[config.mk]
export PLATFORM = sky130hd
export DESIGN_NAME = vram_arbiter
export DESIGN_NICKNAME = d
export VERILOG_FILES = /design/src/rtl/vram_arbiter.sv
export SDC_FILE = /design/constraint.sdc
export NUM_CORES = 1
export LEC_CHECK = 0
export ABC_AREA = 1
export CAP_MARGIN = 20
export CELL_PAD_IN_SITES_DETAIL_PLACEMENT = 2
export CELL_PAD_IN_SITES_GLOBAL_PLACEMENT = 2
export CORE_MARGIN = 10
export CORE_UTILIZATION = 23
export CTS_BUF_LIST = sky130_fd_sc_hd__clkbuf_16
export DETAILED_ROUTE_END_ITERATION = 7
export PLACE_DENSITY = 0.78
export SLEW_MARGIN = 20
export SYNTH_ARGS = -nofsm -noshare
export SYNTH_HDL_FRONTEND = slang
export SYNTH_SLANG_ARGS = --single-unit
[constraint.sdc]
create_clock -name CLK_25MHZ -period 1.7 [get_ports CLK_25MHZ]
set_clock_uncertainty 0.1 [all_clocks]
set_input_delay 0.17 -clock CLK_25MHZ [delete_from_list [all_inputs] [get_ports CLK_25MHZ]]
set_output_delay 0.17 -clock CLK_25MHZ [all_outputs]
set_load 0.01 [all_outputs]
[src/rtl/vram_arbiter.sv]
// Single-port VRAM arbiter: video scanout has fixed priority, with a streak limit that
// guarantees the CPU a slot after MAX_VID_STREAK consecutive video grants.
module vram_arbiter #(
   parameter int ADDR_W         = 13,
   parameter int DATA_W         = 8,
   parameter int RD_LAT         = 1,
   parameter int MAX_VID_STREAK = 4
) (
   input  logic              CLK_25MHZ,
   input  logic              RESET,
   input  logic              vid_req,
   input  logic [ADDR_W-1:0] vid_addr,
   output logic              vid_ack,
   output logic              vid_rvalid,
   output logic [DATA_W-1:0] vid_rdata,
   input  logic              cpu_req,
   input  logic              cpu_we,
   input  logic [ADDR_W-1:0] cpu_addr,
   input  logic [DATA_W-1:0] cpu_wdata,
   output logic              cpu_ack,
   output logic              cpu_rvalid,
   output logic [DATA_W-1:0] cpu_rdata,
   output logic              ram_en,
   output logic              ram_we,
   output logic [ADDR_W-1:0] ram_addr,
   output logic [DATA_W-1:0] ram_wdata,
   input  logic [DATA_W-1:0] ram_rdata
);

   localparam int STREAK_W = 4;
   localparam logic [STREAK_W-1:0] STREAK_MAX = STREAK_W'(MAX_VID_STREAK);

   logic [STREAK_W-1:0] streak;
   logic                force_cpu;
   logic                grant_vid;
   logic                grant_cpu;
   logic                issue_rd;
   logic [RD_LAT:0]     tag_vld_p;
   logic [RD_LAT:0]     tag_own_p;

   function automatic logic [STREAK_W-1:0] sat_inc(input logic [STREAK_W-1:0] v);
      return (v >= STREAK_MAX) ? STREAK_MAX : v + STREAK_W'(1);
   endfunction

   // Grant decision; internal grants ignore reset because every flop they feed is held in reset.
   always_comb begin
      force_cpu = cpu_req && (streak == STREAK_MAX);
      grant_vid = vid_req && !force_cpu;
      grant_cpu = cpu_req && !grant_vid;
      issue_rd  = grant_vid || (grant_cpu && !cpu_we);
      vid_ack   = grant_vid && !RESET;
      cpu_ack   = grant_cpu && !RESET;
   end

   always_ff @(posedge CLK_25MHZ or posedge RESET) begin
      if (RESET) begin
         streak <= '0;
      end else if (grant_vid && cpu_req) begin
         streak <= sat_inc(streak);
      end else begin
         streak <= '0;
      end
   end

   // Stage p0: granted request lands on the RAM port.
   always_ff @(posedge CLK_25MHZ or posedge RESET) begin
      if (RESET) begin
         ram_en    <= 1'b0;
         ram_we    <= 1'b0;
         ram_addr  <= '0;
         ram_wdata <= '0;
      end else begin
         ram_en <= grant_vid || grant_cpu;
         ram_we <= grant_cpu && cpu_we;
         if (grant_vid) begin
            ram_addr <= vid_addr;
         end else if (grant_cpu) begin
            ram_addr  <= cpu_addr;
            ram_wdata <= cpu_wdata;
         end
      end
   end

   // Tag pipe: entry 0 travels with the issue, entry RD_LAT lines up with ram_rdata.
   always_ff @(posedge CLK_25MHZ or posedge RESET) begin
      if (RESET) begin
         tag_vld_p <= '0;
         tag_own_p <= '0;
      end else begin
         tag_vld_p <= {tag_vld_p[RD_LAT-1:0], issue_rd};
         tag_own_p <= {tag_own_p[RD_LAT-1:0], grant_cpu};
      end
   end

   // Return stage: capture read data into the owner's register and pulse its rvalid.
   always_ff @(posedge CLK_25MHZ or posedge RESET) begin
      if (RESET) begin
         vid_rvalid <= 1'b0;
         cpu_rvalid <= 1'b0;
         vid_rdata  <= '0;
         cpu_rdata  <= '0;
      end else begin
         vid_rvalid <= tag_vld_p[RD_LAT] && !tag_own_p[RD_LAT];
         cpu_rvalid <= tag_vld_p[RD_LAT] && tag_own_p[RD_LAT];
         if (tag_vld_p[RD_LAT] && !tag_own_p[RD_LAT]) begin
            vid_rdata <= ram_rdata;
         end
         if (tag_vld_p[RD_LAT] && tag_own_p[RD_LAT]) begin
            cpu_rdata <= ram_rdata;
         end
      end
   end

endmodule

==> reports/qor.txt <==
FINAL LAYOUT
-------------------------------------------------------------------------------------
Area of all placed cells without fillers ...............................    3290 um^2
Share of cells above drive strength 1 ..................................        8.68%
Count of nets after finishing ..........................................          382
Syn-to-layout area delta ...............................................        56.9%
Number of inserted diodes ..............................................            0

ROUTING
-------------------------------------------------------------------------------------
Number of remaining DRC errors .........................................            0
Vias ...................................................................         1899
Routed wire length .....................................................      7.05 mm
Count of routing violations after the opening detailed-route iteration .           47
Number of routed nets with antenna violations ..........................            0
Routed vias/inst .......................................................         4.30
Per-cell routed wire length ............................................      15.9 um
Iteration count of the initial detailed-routing pass ...................            5

TIMING
-------------------------------------------------------------------------------------
Max-slew violation total from the final report .........................            0
Worst Max-Slew Pin Slew ................................................       506 ps
# setup viols final ....................................................            0
Tmin final .............................................................      1650 ps
Relative slew slack ....................................................        66.2%
Count of final hold-check violations ...................................            0
Maximum achievable frequency ...........................................    0.605 GHz
Worst hold-check slack .................................................       237 ps
Final worst-path cycle share ...........................................        97.2%
RSZ-0062 raised after global routing ...................................         true

FLOORPLAN
-------------------------------------------------------------------------------------
Die span in y ..........................................................       116 um
DIE AREA ...............................................................   13300 um^2
Core Box Area ..........................................................    8810 um^2
Total I/O pin count ....................................................           90
Standard-cell rows .....................................................           34
Die W ..................................................................       116 um
Effective utilization at floorplan .....................................        23.8%

GLOBAL ROUTE
-------------------------------------------------------------------------------------
Global Route met3 Usage ................................................        4.55%
Residual overflow from global routing ..................................            0
Vias in the first global route .........................................         2222
Maximum number of pins on one net before global-route repair ...........           50
Antenna violations before repair .......................................            0
Global-route wire length before repair .................................      11.5 mm
Routing usage on met1 ..................................................        12.2%
GRT Overall Usage ......................................................        10.9%
Met2 Use GR ............................................................        18.7%
Most heavily used metal layer in global routing ........................         met2

CTS
-------------------------------------------------------------------------------------
CTS tree ...............................................................        built
H-tree depth ...........................................................            2
Post-CTS Hold Buffers ..................................................            0
Worst-Skew Late Latency ................................................       280 ps
Number of buffers created by CTS .......................................            5
CTS root buf ........................................................... sky130_fd_sc_hd__clkbuf_16
Clock transition at path regs ..........................................        70 ps
Sink count of the clock tree ...........................................           49
Maximum buffer depth of the clock tree .................................            2

YOSYS
-------------------------------------------------------------------------------------
Synthesized netlist cell count .........................................          237
Post-synthesis net count ...............................................          286
FF+latch count, synth ..................................................           49
Number of library cell types mapped by synthesis .......................           19
Synthesized area .......................................................    2100 um^2
Register area share after synthesis ....................................        58.4%
Yosys synthesis warning count ..........................................            0
Synth Area per Inst ....................................................    8.85 um^2

PLACEMENT
-------------------------------------------------------------------------------------
I/O Buffers ............................................................           89
Placer's final routability congestion estimate .........................        0.750
DP HPWL ................................................................      5.58 mm
Cell area after placement ..............................................    3150 um^2

SETUP PATH
-------------------------------------------------------------------------------------
Crit path capture type .................................................  output port
Data arrival time of the critical path .................................      1380 ps
Data required time at the worst endpoint ...............................      1430 ps
Type of the worst setup path ........................................... flop to output port
Critical Path Fanout Max ...............................................            4
Crit start category ....................................................         flop

PWR
-------------------------------------------------------------------------------------
Combinational cell fraction of total power .............................        23.6%
Power density cells ....................................................  932 nW/um^2
Clock share of power ...................................................        31.5%
P_leak .................................................................      1.62 nW
Internal power component ...............................................      2.25 mW
Net switching component of the power ...................................       821 uW
Peak VDD IR ............................................................       356 uV
Sequential fraction of design power ....................................        44.9%
Switching Fraction .....................................................        26.8%

FLOW RUN
-------------------------------------------------------------------------------------
Total of max-cap violations ............................................            0

OUTCOME
-------------------------------------------------------------------------------------
Status ................................................................. finished, final reports clean

WORST HOLD PATH
-------------------------------------------------------------------------------------
HP Class ............................................................... input pin to async pin

[final timing paths]
check                             startpoint            to  slack [ps]  cells past startpoint
worst max register to register     streak[0]     streak[0]         170                      8
worst max-delay path               streak[0]       cpu_ack          50                      9
worst min-delay path                   RESET        ram_en         240                      3
min in group CLK_25MHZ          tag_own_p[0]  tag_own_p[1]         250                      0
max in group asynchronous              RESET  cpu_rdata[0]        1030                      3
worst min register to register  tag_own_p[0]  tag_own_p[1]         250                      0
[flip-flops by register name, summed over array words and instances (netlist names)]
name / count
cpu_rdata: 8
ram_addr: 13
cpu_rvalid: 1
tag_own_p: 2
vid_rdata: 8
ram_we: 1
vid_rvalid: 1
ram_en: 1
tag_vld_p: 2
ram_wdata: 8
streak: 4
[critical path: stages, from the launching register on]
cell and delay (ps):
sky130_fd_sc_hd__dfrtp_1 380, sky130_fd_sc_hd__inv_1 60, sky130_fd_sc_hd__ha_1 140, sky130_fd_sc_hd__nand2_1 60
sky130_fd_sc_hd__inv_2 70, sky130_fd_sc_hd__nand2_4 70, sky130_fd_sc_hd__nand2_8 80, sky130_fd_sc_hd__nand2_4 50
sky130_fd_sc_hd__nor2_2 60, sky130_fd_sc_hd__buf_2 130
[logic make-up after synthesis]
group,Yosys count,share of synthesized area [%]
AO/OA/AOI/OAI,17,4.05
adder cells (fa/ha/maj),2,1.19
buffers and inverters,45,9.90
flip-flops,49,58.4
other,1,0.179
AND/OR/NAND/NOR,123,26.2
[layout by cell type, fill, tap and decap left out, types with 2 or more instances in the layout]
cell                              count
sky130_fd_sc_hd__dfrtp_1             49
sky130_fd_sc_hd__nand2_4              2
sky130_fd_sc_hd__nor2_2               2
sky130_fd_sc_hd__buf_4                9
sky130_fd_sc_hd__nand2_1             74
sky130_fd_sc_hd__buf_2                2
sky130_fd_sc_hd__clkbuf_16            5
sky130_fd_sc_hd__inv_1               31
sky130_fd_sc_hd__nand3_1             35
sky130_fd_sc_hd__nor2_1               7
sky130_fd_sc_hd__clkdlybuf4s50_1     87
sky130_fd_sc_hd__inv_2                2
sky130_fd_sc_hd__buf_12               2
sky130_fd_sc_hd__o21ai_0             16
sky130_fd_sc_hd__ha_1                 2
[synth_stat cells (all sizes together)]
cell type  number  share of area, %
dfrtp          49                58
nor3            1              0.24
conb            1              0.18
nor2           10               2.4
ha              2               1.2
o21ai          16               3.8
nand3          35               8.3
clkbuf          2              0.42
a21oi           1              0.24
buf            10               3.6
nand2          77                15
inv            33               5.9
[area by class of cell]
| cell class | count | area, um^2 |
|---|---|---|
| flip-flops and latches | 49 | 1230 |
| fillers | 992 | 5510 |
| repair buffers | 101 | 1000 |
| clock inverters | 3 | 17.5 |
| multi-input cells | 143 | 664 |
| clock buffers | 5 | 125 |
| inverters | 33 | 124 |
| well taps | 108 | 135 |
[power by group through the flow]
stage	sequential (mW)	clock [mW]	combinational (mW)
2_1_floorplan	1.45	0	0.210
3_3_place_gp	1.39	0	0.721
3_5_place_dp	1.40	0	0.743
4_1_cts	1.38	1.01	0.744
5_1_grt	1.40	1.05	0.809
6_report	1.38	0.965	0.725
[through the flow]
step                      TNS, ps  power [mW]  util [%]  instances  setup WS (ps)
after floorplan                 0        1.66         -        237            257
after global placement       -502        2.11      35.7        433           -204
after detailed placement     -834        2.15      35.7        433           -241
after CTS                       0        3.13      37.3        441           11.5
after global routing        -91.9        3.26      37.4        442          -63.0
final                           0        3.07      37.4        442           47.4
[repair_timing]
item,CTS,global route
setup buffers,0,1
pin swaps,0,0
endpoints found under the setup margin,2,2
gates resized for setup,8,1
[per-layer routing]
layer  up-vias  share of wire [%]  wire, um
li1        914                  -         -
met3         6                 10       707
met2        69                 47      3310
met1       910                 42      2970
met4         0               0.92        65
met5         -                  0         0
No activity file was read; power rests on OpenSTA's default activity.
==> edit (same settings) <==
The parameter `RD_LAT` goes from 1 to 2.
--- a/src/rtl/vram_arbiter.sv
+++ b/src/rtl/vram_arbiter.sv
@@ -5,3 +5,3 @@
    parameter int DATA_W         = 8,
-   parameter int RD_LAT         = 1,
+   parameter int RD_LAT         = 2,
    parameter int MAX_VID_STREAK = 4
Formal check against the unedited RTL: not equivalent (Yosys sat finds a counterexample within 4 cycles, from zero or initial values and one cycle with RESET high).
==> edit against the original RTL <==
Design area is 1.3% lower. Area after synthesis fell by 2.7%. Critical endpoint unchanged. Sequential cell count rose by 2. Routed wire length is 0.81% higher. Total power up 4.1%. Highest routed layer unchanged. Worst setup slack lost 0.0025 ns. Combinational power down 2%.
==> edit: results (changes against the original RTL) <==
stage	metric	value	unit	change
global_routing	M3 GR Usage	4.98	%	+0.43 points
place	RePlAce Congestion	0.693		-7.6%
place	Placed Area	0.00309	mm2	-1.7%
power	Seq pwr share	44.7	%	-0.2 points
global_routing	Total GRT Usage	11.1	%	+0.26 points
synth	top cells by area, synth	dfrtp_1, nand3_1, nand2_1		
global_routing	first-pass GRT wire length	11700	um	+1.1%
final_layout	share of layout cells above drive strength 1	9.97	%	+1.3 points
final_layout	filler instances	956		-3.6%
status	status	completed		
routing	met3 WL	700	um	-0.99%
final_layout	fin nets	359		-6.0%
synth	net count after synthesis	262		-8.4%
place	Setup Slack @ Placement	-0.202	ns	+0.0385 ns
synth	Synth Area per Inst	9.58	um2	+8.2%
synth	register area share after synthesis	62.5	%	+4.1 points
global_routing	largest net degree at the start of global routing	32		-36%
routing	drt total wl	7100	um	+0.81%
global_routing	GR Layer Usage met1	11.8	%	-0.47 points
power	Comb. pwr	0.708	mW	-2%
global_routing	GR Layer Usage met2	19.6	%	+0.86 points
place	hpwl dp	5550	um	-0.56%
synth	most instantiated cells after synthesis	dfrtp_1, nand2_1, nand3_1		
routing	Met1 Wirelength	2740	um	-7.7%
place	# placed instances	410		-5.3%
power	switching part of the total	27.7	%	+0.90 points
power	total power	3.19	mW	+4.1%
power	Leakage	1.52	nW	-6.5%
critical_path	top fanout value on the critical path	3		-1
routing	wire per inst	17.0	um	+6.3%
synth	synth unique cells	20		+1
-- edit: cell count changes in the layout (fill, tap and decap cells not counted), sizes merged --
cell,before,now
nand2,77,51
nand3,35,48
inv,33,21
dfrtp,49,51
buf,14,15
clkinv,3,2
-- edit: cell type report --
type	instances	area [um2]	share of cell area (%)
Sequential cell	51	1280	39.3
Timing Repair Buffer	102	991	30.5
Multi-Input combinational cell	130	618	19.0
Tap cell	108	135	4.16
Clock buffer	5	125	3.85
Inverter	20	75.1	2.31
Clock inverter	3	28.8	0.886
-- edit: path summary, 6_finish.rpt --
kind                            cells past startpoint  slack, ns                       end                    from
worst max-delay path                                9       0.04                   cpu_ack     streak[1]$_DFF_PP0_
worst min-delay path                                3       0.24  ram_wdata[7]$_DFFE_PP0P_                   RESET
worst max register to register                     10       0.15  ram_wdata[4]$_DFFE_PP0P_     streak[1]$_DFF_PP0_
worst min register to register                      0       0.25    tag_own_p[2]$_DFF_PP0_  tag_own_p[1]$_DFF_PP0_
max in group asynchronous                           3       0.91   ram_addr[0]$_DFFE_PP0P_                   RESET
min in group CLK_25MHZ                              0       0.25    tag_own_p[2]$_DFF_PP0_  tag_own_p[1]$_DFF_PP0_
-- edit: repair_timing --
item,CTS,global route
setup endpoints to repair,2,2
setup buffers,0,1
resized for setup,8,1
-- edit: cells by family after synthesis --
group,Yosys count,share of synthesized area [%]
and+or+nand+nor,110,24.5
DFF,51,62.5
buffers and inverters,32,7.42
AOI/OAI and AO/OA,17,4.17
adders and majority gates,2,1.23
other,1,0.184
-- edit: worst max-delay path, delay by kind of cell, from the launching register on --
family / cells / cell delay (ns)
flops: 1 / 0.39
simple gates: 5 / 0.30
buf+inv: 3 / 0.27
fa+ha+maj: 1 / 0.13
